`src/rtl/idwt_frame_sequencer.sv`:
```
// idwt_frame_sequencer: streams one frame of L/H coefficient beats into the inverse-DWT writer, column-major
module idwt_frame_sequencer #(
  parameter int WIDTH          = 20,
  parameter int HEIGHT         = 30,
  parameter int START_UP_DELAY = 100,
  parameter int HSYNC_DELAY    = 160,
  parameter int DONE_TIMEOUT   = 1024
) (
  input  logic       HCLK,
  input  logic       HRESETn,
  input  logic       start,
  input  logic       abort,
  input  logic       src_valid,
  output logic       src_ready,
  output logic       wr_hsync,
  output logic [7:0] col_idx,
  output logic [8:0] row_idx,
  input  logic       wr_done,
  output logic       busy,
  output logic       frame_done,
  output logic       err
);
  localparam int SG_MAX = START_UP_DELAY > HSYNC_DELAY ? START_UP_DELAY : HSYNC_DELAY;
  localparam int MAX_D  = SG_MAX > DONE_TIMEOUT ? SG_MAX : DONE_TIMEOUT;
  localparam int CW     = $clog2(MAX_D + 1);
  localparam logic [CW-1:0] SU_END   = CW'(START_UP_DELAY - 1);
  localparam logic [CW-1:0] GAP_END  = CW'(HSYNC_DELAY - 1);
  localparam logic [CW-1:0] TO_END   = CW'(DONE_TIMEOUT - 1);
  localparam logic [7:0]    LAST_COL = 8'(WIDTH / 2 - 1);
  localparam logic [8:0]    LAST_ROW = 9'(HEIGHT - 2);
  localparam logic [2:0] IDLE = 3'd0, STARTUP = 3'd1, XFER = 3'd2, GAP = 3'd3, WAIT_DONE = 3'd4, DONE = 3'd5;
  logic [2:0]    state_q, state_d;
  logic [CW-1:0] cnt_q, cnt_d;
  logic [7:0]    col_q, col_d;
  logic [8:0]    row_q, row_d;
  logic          err_q, err_d;
  logic          beat, last_row, last_col;
  assign src_ready  = state_q == XFER;
  assign beat       = src_valid & src_ready;
  assign wr_hsync   = beat;
  assign col_idx    = col_q;
  assign row_idx    = row_q;
  assign busy       = state_q != IDLE;
  assign frame_done = state_q == DONE;
  assign err        = err_q;
  assign last_row   = row_q == LAST_ROW;
  assign last_col   = col_q == LAST_COL;
  always_comb begin
    state_d = state_q;
    cnt_d   = cnt_q;
    col_d   = col_q;
    row_d   = row_q;
    err_d   = err_q;
    case (state_q)
      IDLE: if (start) begin
        state_d = START_UP_DELAY == 0 ? XFER : STARTUP;
        cnt_d   = '0;
        col_d   = '0;
        row_d   = '0;
        err_d   = 1'b0;
      end
      STARTUP: begin
        cnt_d   = cnt_q == SU_END ? '0 : cnt_q + 1'b1;
        state_d = cnt_q == SU_END ? XFER : STARTUP;
      end
      XFER: if (beat) begin
        row_d   = last_row ? '0 : row_q + 9'd2;
        col_d   = last_row ? (last_col ? '0 : col_q + 1'b1) : col_q;
        state_d = !last_row ? XFER : last_col ? WAIT_DONE : HSYNC_DELAY == 0 ? XFER : GAP;
      end
      GAP: begin
        cnt_d   = cnt_q == GAP_END ? '0 : cnt_q + 1'b1;
        state_d = cnt_q == GAP_END ? XFER : GAP;
      end
      WAIT_DONE: begin
        // wr_done wins over a timeout landing on the same cycle
        cnt_d   = (wr_done || cnt_q == TO_END) ? '0 : cnt_q + 1'b1;
        state_d = wr_done ? DONE : cnt_q == TO_END ? IDLE : WAIT_DONE;
        err_d   = err_q | (!wr_done && cnt_q == TO_END);
      end
      DONE:    state_d = IDLE;
      default: state_d = IDLE;
    endcase
    if (abort) begin
      state_d = IDLE;
      cnt_d   = '0;
      col_d   = '0;
      row_d   = '0;
      err_d   = err_q;
    end
  end
  always_ff @(posedge HCLK) begin
    if (!HRESETn) begin
      state_q <= IDLE;
      cnt_q   <= '0;
      col_q   <= '0;
      row_q   <= '0;
      err_q   <= 1'b0;
    end else begin
      state_q <= state_d;
      cnt_q   <= cnt_d;
      col_q   <= col_d;
      row_q   <= row_d;
      err_q   <= err_d;
    end
  end
endmodule

```
`config.mk`:
```
export PLATFORM = sky130hd
export DESIGN_NAME = idwt_frame_sequencer
export DESIGN_NICKNAME = d
export VERILOG_FILES = /design/src/rtl/idwt_frame_sequencer.sv
export SDC_FILE = /design/constraint.sdc
export NUM_CORES = 1
export LEC_CHECK = 0
export CORE_MARGIN = 2
export CORE_UTILIZATION = 45
export CTS_CLUSTER_SIZE = 8
export DETAILED_ROUTE_END_ITERATION = 10
export PLACE_DENSITY = 0.71
export SLEW_MARGIN = 20
export SYNTH_ARGS = -nofsm -noshare
export SYNTH_HDL_FRONTEND = slang
export SYNTH_SLANG_ARGS = --single-unit
```
`constraint.sdc`:
```
create_clock -name HCLK -period 2.4 [get_ports HCLK]
set_clock_uncertainty 0.05 [all_clocks]
set_input_delay 0.24 -clock HCLK [delete_from_list [all_inputs] [get_ports HCLK]]
set_output_delay 0.24 -clock HCLK [all_outputs]
set_load 0.05 [all_outputs]
```
==> After elaboration in Yosys (flattened, before gate mapping) <==
Index checks and enable logic that the tools add are counted.
W data, S select, Z words.
{ "op_classes": {"addsub": 3, "eq_ne": 13, "n_mux": 25, "bitwise": 4, "reduce_logical": 14} }
{ "op_table": {"columns": ["op", "n"], "rows": [
  ["$mux W11", 4],
  ["$pmux W11 S4", 1],
  ["$mux W8", 4],
  ["$mux W9", 3],
  ["$mux W3", 6],
  ["$pmux W9 S2", 1],
  ["$pmux W8 S2", 1],
  ["$pmux W3 S5", 1],
  ["$add A11 B1 Y11 const B", 1],
  ["$eq A11 B10 Y1 const B", 1],
  ["$eq A11 B7 Y1 const B", 1],
  ["$eq A11 B8 Y1 const B", 1],
  ["$add A9 B2 Y9 const B", 1],
  ["$eq A9 B5 Y1 const B", 1],
  ["$add A8 B1 Y8 const B", 1],
  ["$eq A8 B4 Y1 const B", 1],
  ["$eq A3 B2 Y1 const B", 2],
  ["$eq A3 B3 Y1 const B", 2],
  ["$reduce_and A3 Y1", 2],
  ["$ne A2 B1 Y1 const B", 2],
  ["$reduce_and A2 Y1", 2],
  ["$reduce_and A4 Y1", 1],
  ["$reduce_bool A2 Y1", 2],
  ["$reduce_bool A4 Y1", 1],
  ["other kinds (14)", 16]
]} }
{ "word_totals": {"register_bits": 32, "inputBits": 6, "out_inout_bits": 22} }

==> Logic depth before layout (Yosys ltp) <==
{ "depth": {"ltp_word": 5, "depth_mapped": 7} }

==> Least setup slack after synthesis <==
Ideal clock, no wire load.
{ "synth_path": {"kind": "flip-flop to flip-flop", "start": "register row_q[2], in the netlist row_idx[2]", "end": "register col_q[5], in the netlist col_idx[5]", "t_arrival_ps": 2147, "required_time_ps": 2222, "slack_ps": 74, "stages_incl_launch_ff": 6, "path_buffers": 0, "cell_sequence": "dfxtp_1 -> or4b_4 -> o41a_4 -> nor4_2 -> xnor2_1 -> nor2_1"} }
{ "synth_between": {"elab_chain_len": 3} }
{ "synth_lines": {"columns": ["item", "line", "source"], "rows": [
  ["start: declaration", "35", "logic [8:0] row_q, row_d;"],
  ["start signal: assignment", "103", "row_q <= row_d;"],
  ["$eq A9 B5 Y1", "46", "assign last_row = row_q == LAST_ROW;"],
  ["$ne A2 B1 Y1 (no source line)", null, null],
  ["$reduce_and A4 Y1 (no source line)", null, null],
  ["end signal: assignment", "102", "col_q <= col_d;"],
  ["end: declaration", "34", "logic [7:0] col_q, col_d;"]
]} }
Every way passes these cells.
A chain may end at the register's enable or synchronous reset.

==> Worst setup path after layout <==
{ "layout_path": {"start": "register state_q[2]", "end": "output port src_ready"} }
{ "layout_between": {"elab_chain_len": 1} }
{ "layout_lines": {"columns": ["item", "line", "source"], "rows": [
  ["start: declaration", "32", "logic [2:0] state_q, state_d;"],
  ["start signal: assignment", "100", "state_q <= state_d;"],
  ["$eq A3 B2 Y1", "38", "assign src_ready = state_q == XFER;"],
  ["end: declaration", "14", "output logic src_ready,"]
]} }
Every way passes these cells.

==> metrics.cfg <==
[clocking]
clockBufferDepth=2
cts_resized=0
htreeDepth=2
clock-sinks=31
cts_buffers=5
insertion_delay_ns=0.27
ctsHoldBuffers=0
cts_tree=done
cts_setup_buffers=0
cts-root-buf=clkbuf_8
clkTransAtPathRegs_ns=0.06

[setup_path]
cp_slowest_cell=clkdlybuf4s50_1
crit_chain=nor2_1 > nand2_1 > inv_1 > clkdlybuf4s50_1
critical-path-max-stage-delay_ns=0.82
rr_worst_depth=5
worst-setup-path-type=reg -> out
path_delay_family=buffers and inverters
cp-start-kind=flip-flop
crit_arrival_ns=1.95
worst-path-stages=4
end_kind=output port
path_buf_inv=2
cp_max_fo=12
worst_ep_required_time_ns=2.11

[synthesis]
synth_edf_count=0
yosys.area_share.simple=0.353
synthTopCellsByArea=dfxtp_1, nor2_1, xor2_1
yosys_register_bits=31
synth_compound_area_frac=0.100
yosysSeqAreaShare=0.362
async_flop_share=0
synth_fa_ha_area_frac=0.0292
yosys.cell_types.count=42
syn-num-nets=216
synth_top_family_by_area=simple AND/OR/NAND/NOR gates
synthesis.area_mm2=0.00171
synth_area_leader_cell=dfxtp_1
synthCells=206
ys.flop_type=dfxtp_1
synth_xor_area_frac=0.102
synth_top_area_share=0.362
synth_mux_area_frac=0.0234
syn_area_per_cell_um2=8.32
yosys_warnings=0

[hold_path]
holdPathStages=2
hold_class=reg -> reg

[die]
dieArea_mm2=0.00432
die_h_um=65.7
initial_core_util=0.468
core_mm2=0.00366
rows=22
io_pins=28
die_w_um=65.7

[sta]
max_slew_margin=0.645
clock.fmax_ghz=0.447
min_period_ns=2.24
post-route-period-util=0.933
setup_viol=0
finalHoldViolCount=0
holdWs_ns=0.476
max_slew.worst_pin.slew_ns=0.532
rsz0062_at_grt=false
slew_viol_final=0
setup_tns_ns=0

[global_route]
grt-ovfl-total=0
grt_max_degree=15
grt_pass1_wl_mm=6.44
grt_pass1_vias=1353
antenna_found_initial=0
grt_usage=0.195

[cells_and_area]
layout.nets=253
syn_to_final_growth_pct=26.5
antenna_cells=0
drive_above_1_share=0.119

[power]
vdd.ir_drop.worst_mv=0.274
power.density_mw_per_mm2=463
p_leak_uw=0.000741
fin_total_pwr_uw=1000

[drt]
first_pass_iters=4
vias_per_cell=5.46
drc=0
antenna_left=0
avgRoutedWirePerCell_um=13.2
drt_iter0_drc=108
vias=1588
wirelength_mm=3.83

[run]
maxCapViolCount=0

[place]
portBuffers=26
hpwl_mm=2.74
gp_congestion=0.802

[outcome]
status=finished clean

area by class of cell:
cell class / instances / area, um^2
Clock inverter: 1 / 5.00
Tap cell: 48 / 60.1
Multi-Input combinational cell: 163 / 1040
Fill cell: 315 / 1490
Clock buffer: 6 / 82.6
Inverter: 6 / 22.5
Timing Repair Buffer: 36 / 333
Sequential cell: 31 / 621
worst paths after layout:
path | start | endpoint | slack (ns)
worst min register to register | cnt_q[9] | cnt_q[9] | 0.48
worst min-delay path | cnt_q[9] | cnt_q[9] | 0.48
worst max-delay path | state_q[2] | src_ready | 0.16
worst max register to register | row_idx[2] | col_idx[5] | 0.33
report_power, final:
| part | internal [uW] | switching [uW] | total (uW) |
|---|---|---|---|
| sequential | 517 | 4.28 | 521 |
| combinational | 29.3 | 45.1 | 74.4 |
| clock | 225 | 184 | 409 |
Yosys cell counts (2+ instances only):
cell,n
nor4_2,5
nor2b_1,5
o21ai_1,2
and2_1,4
and4_1,2
a31oi_1,2
nor4_1,3
inv_1,6
nand4_1,11
a21oi_1,5
xnor2_1,9
mux2i_1,4
xor2_1,11
a22oi_1,2
dfxtp_1,31
nand3_1,8
nor3_1,11
nand2_1,17
o21ai_0,5
nand2b_1,2
ha_1,4
nor2_1,28
clkbuf_1,5
and3_1,4
o22ai_1,2
or3_1,2
per-layer routing:
layer / part of all wire / GRT usage / vias up
met5: 0 / 0 / -
met4: 0.016 / 0.0781 / 0
met3: 0.048 / 0.0411 / 5
met2: 0.43 / 0.273 / 47
met1: 0.51 / 0.286 / 729
li1: - / - / 807
cell families (layout without fill, tap and decap cells):
family	after synthesis	in the layout
AOI/OAI and AO/OA	25	25
xor gates and xnor gates	20	20
adders and majority gates	4	4
buffers and inverters	12	49
DFF	31	31
muxes	4	4
other	1	1
and+or+nand+nor	109	109
stage by stage:
stage	cell area (um^2)	worst slack (ns)	std cells	util
global route	2170	0.0583	291	0.592
finish	2170	0.161	291	0.592
detailed placement	2080	0.343	284	0.568
floorplan	1710	0.0743	206	-
global placement	2080	0.370	284	0.568
CTS	2170	0.161	291	0.592
cells in the final DEF (no fill, tap or decap), types with 5 or more instances in the layout:
cell type         n
nor3_1           11
nor4_2            5
nor2b_1           5
inv_1             6
xnor2_1           9
dfxtp_1          31
xor2_1           11
o21ai_0           5
a21oi_1           5
clkbuf_8          6
buf_4            11
clkdlybuf4s50_1  25
nand2_1          17
nor2_1           28
nand4_1          11
nand3_1           8
tightest hold or removal path, cell delays in order, from the launching register on:
cell	delay (ns)
dfxtp_1	0.34
nand2_1	0.08
o21ai_0	0.06
registers in the layout, summed over array words and instances (netlist names):
name     cells
state_q      3
cnt_q       11
col_idx      8
err          1
row_idx      8
Power figures use the tool's default switching activity.
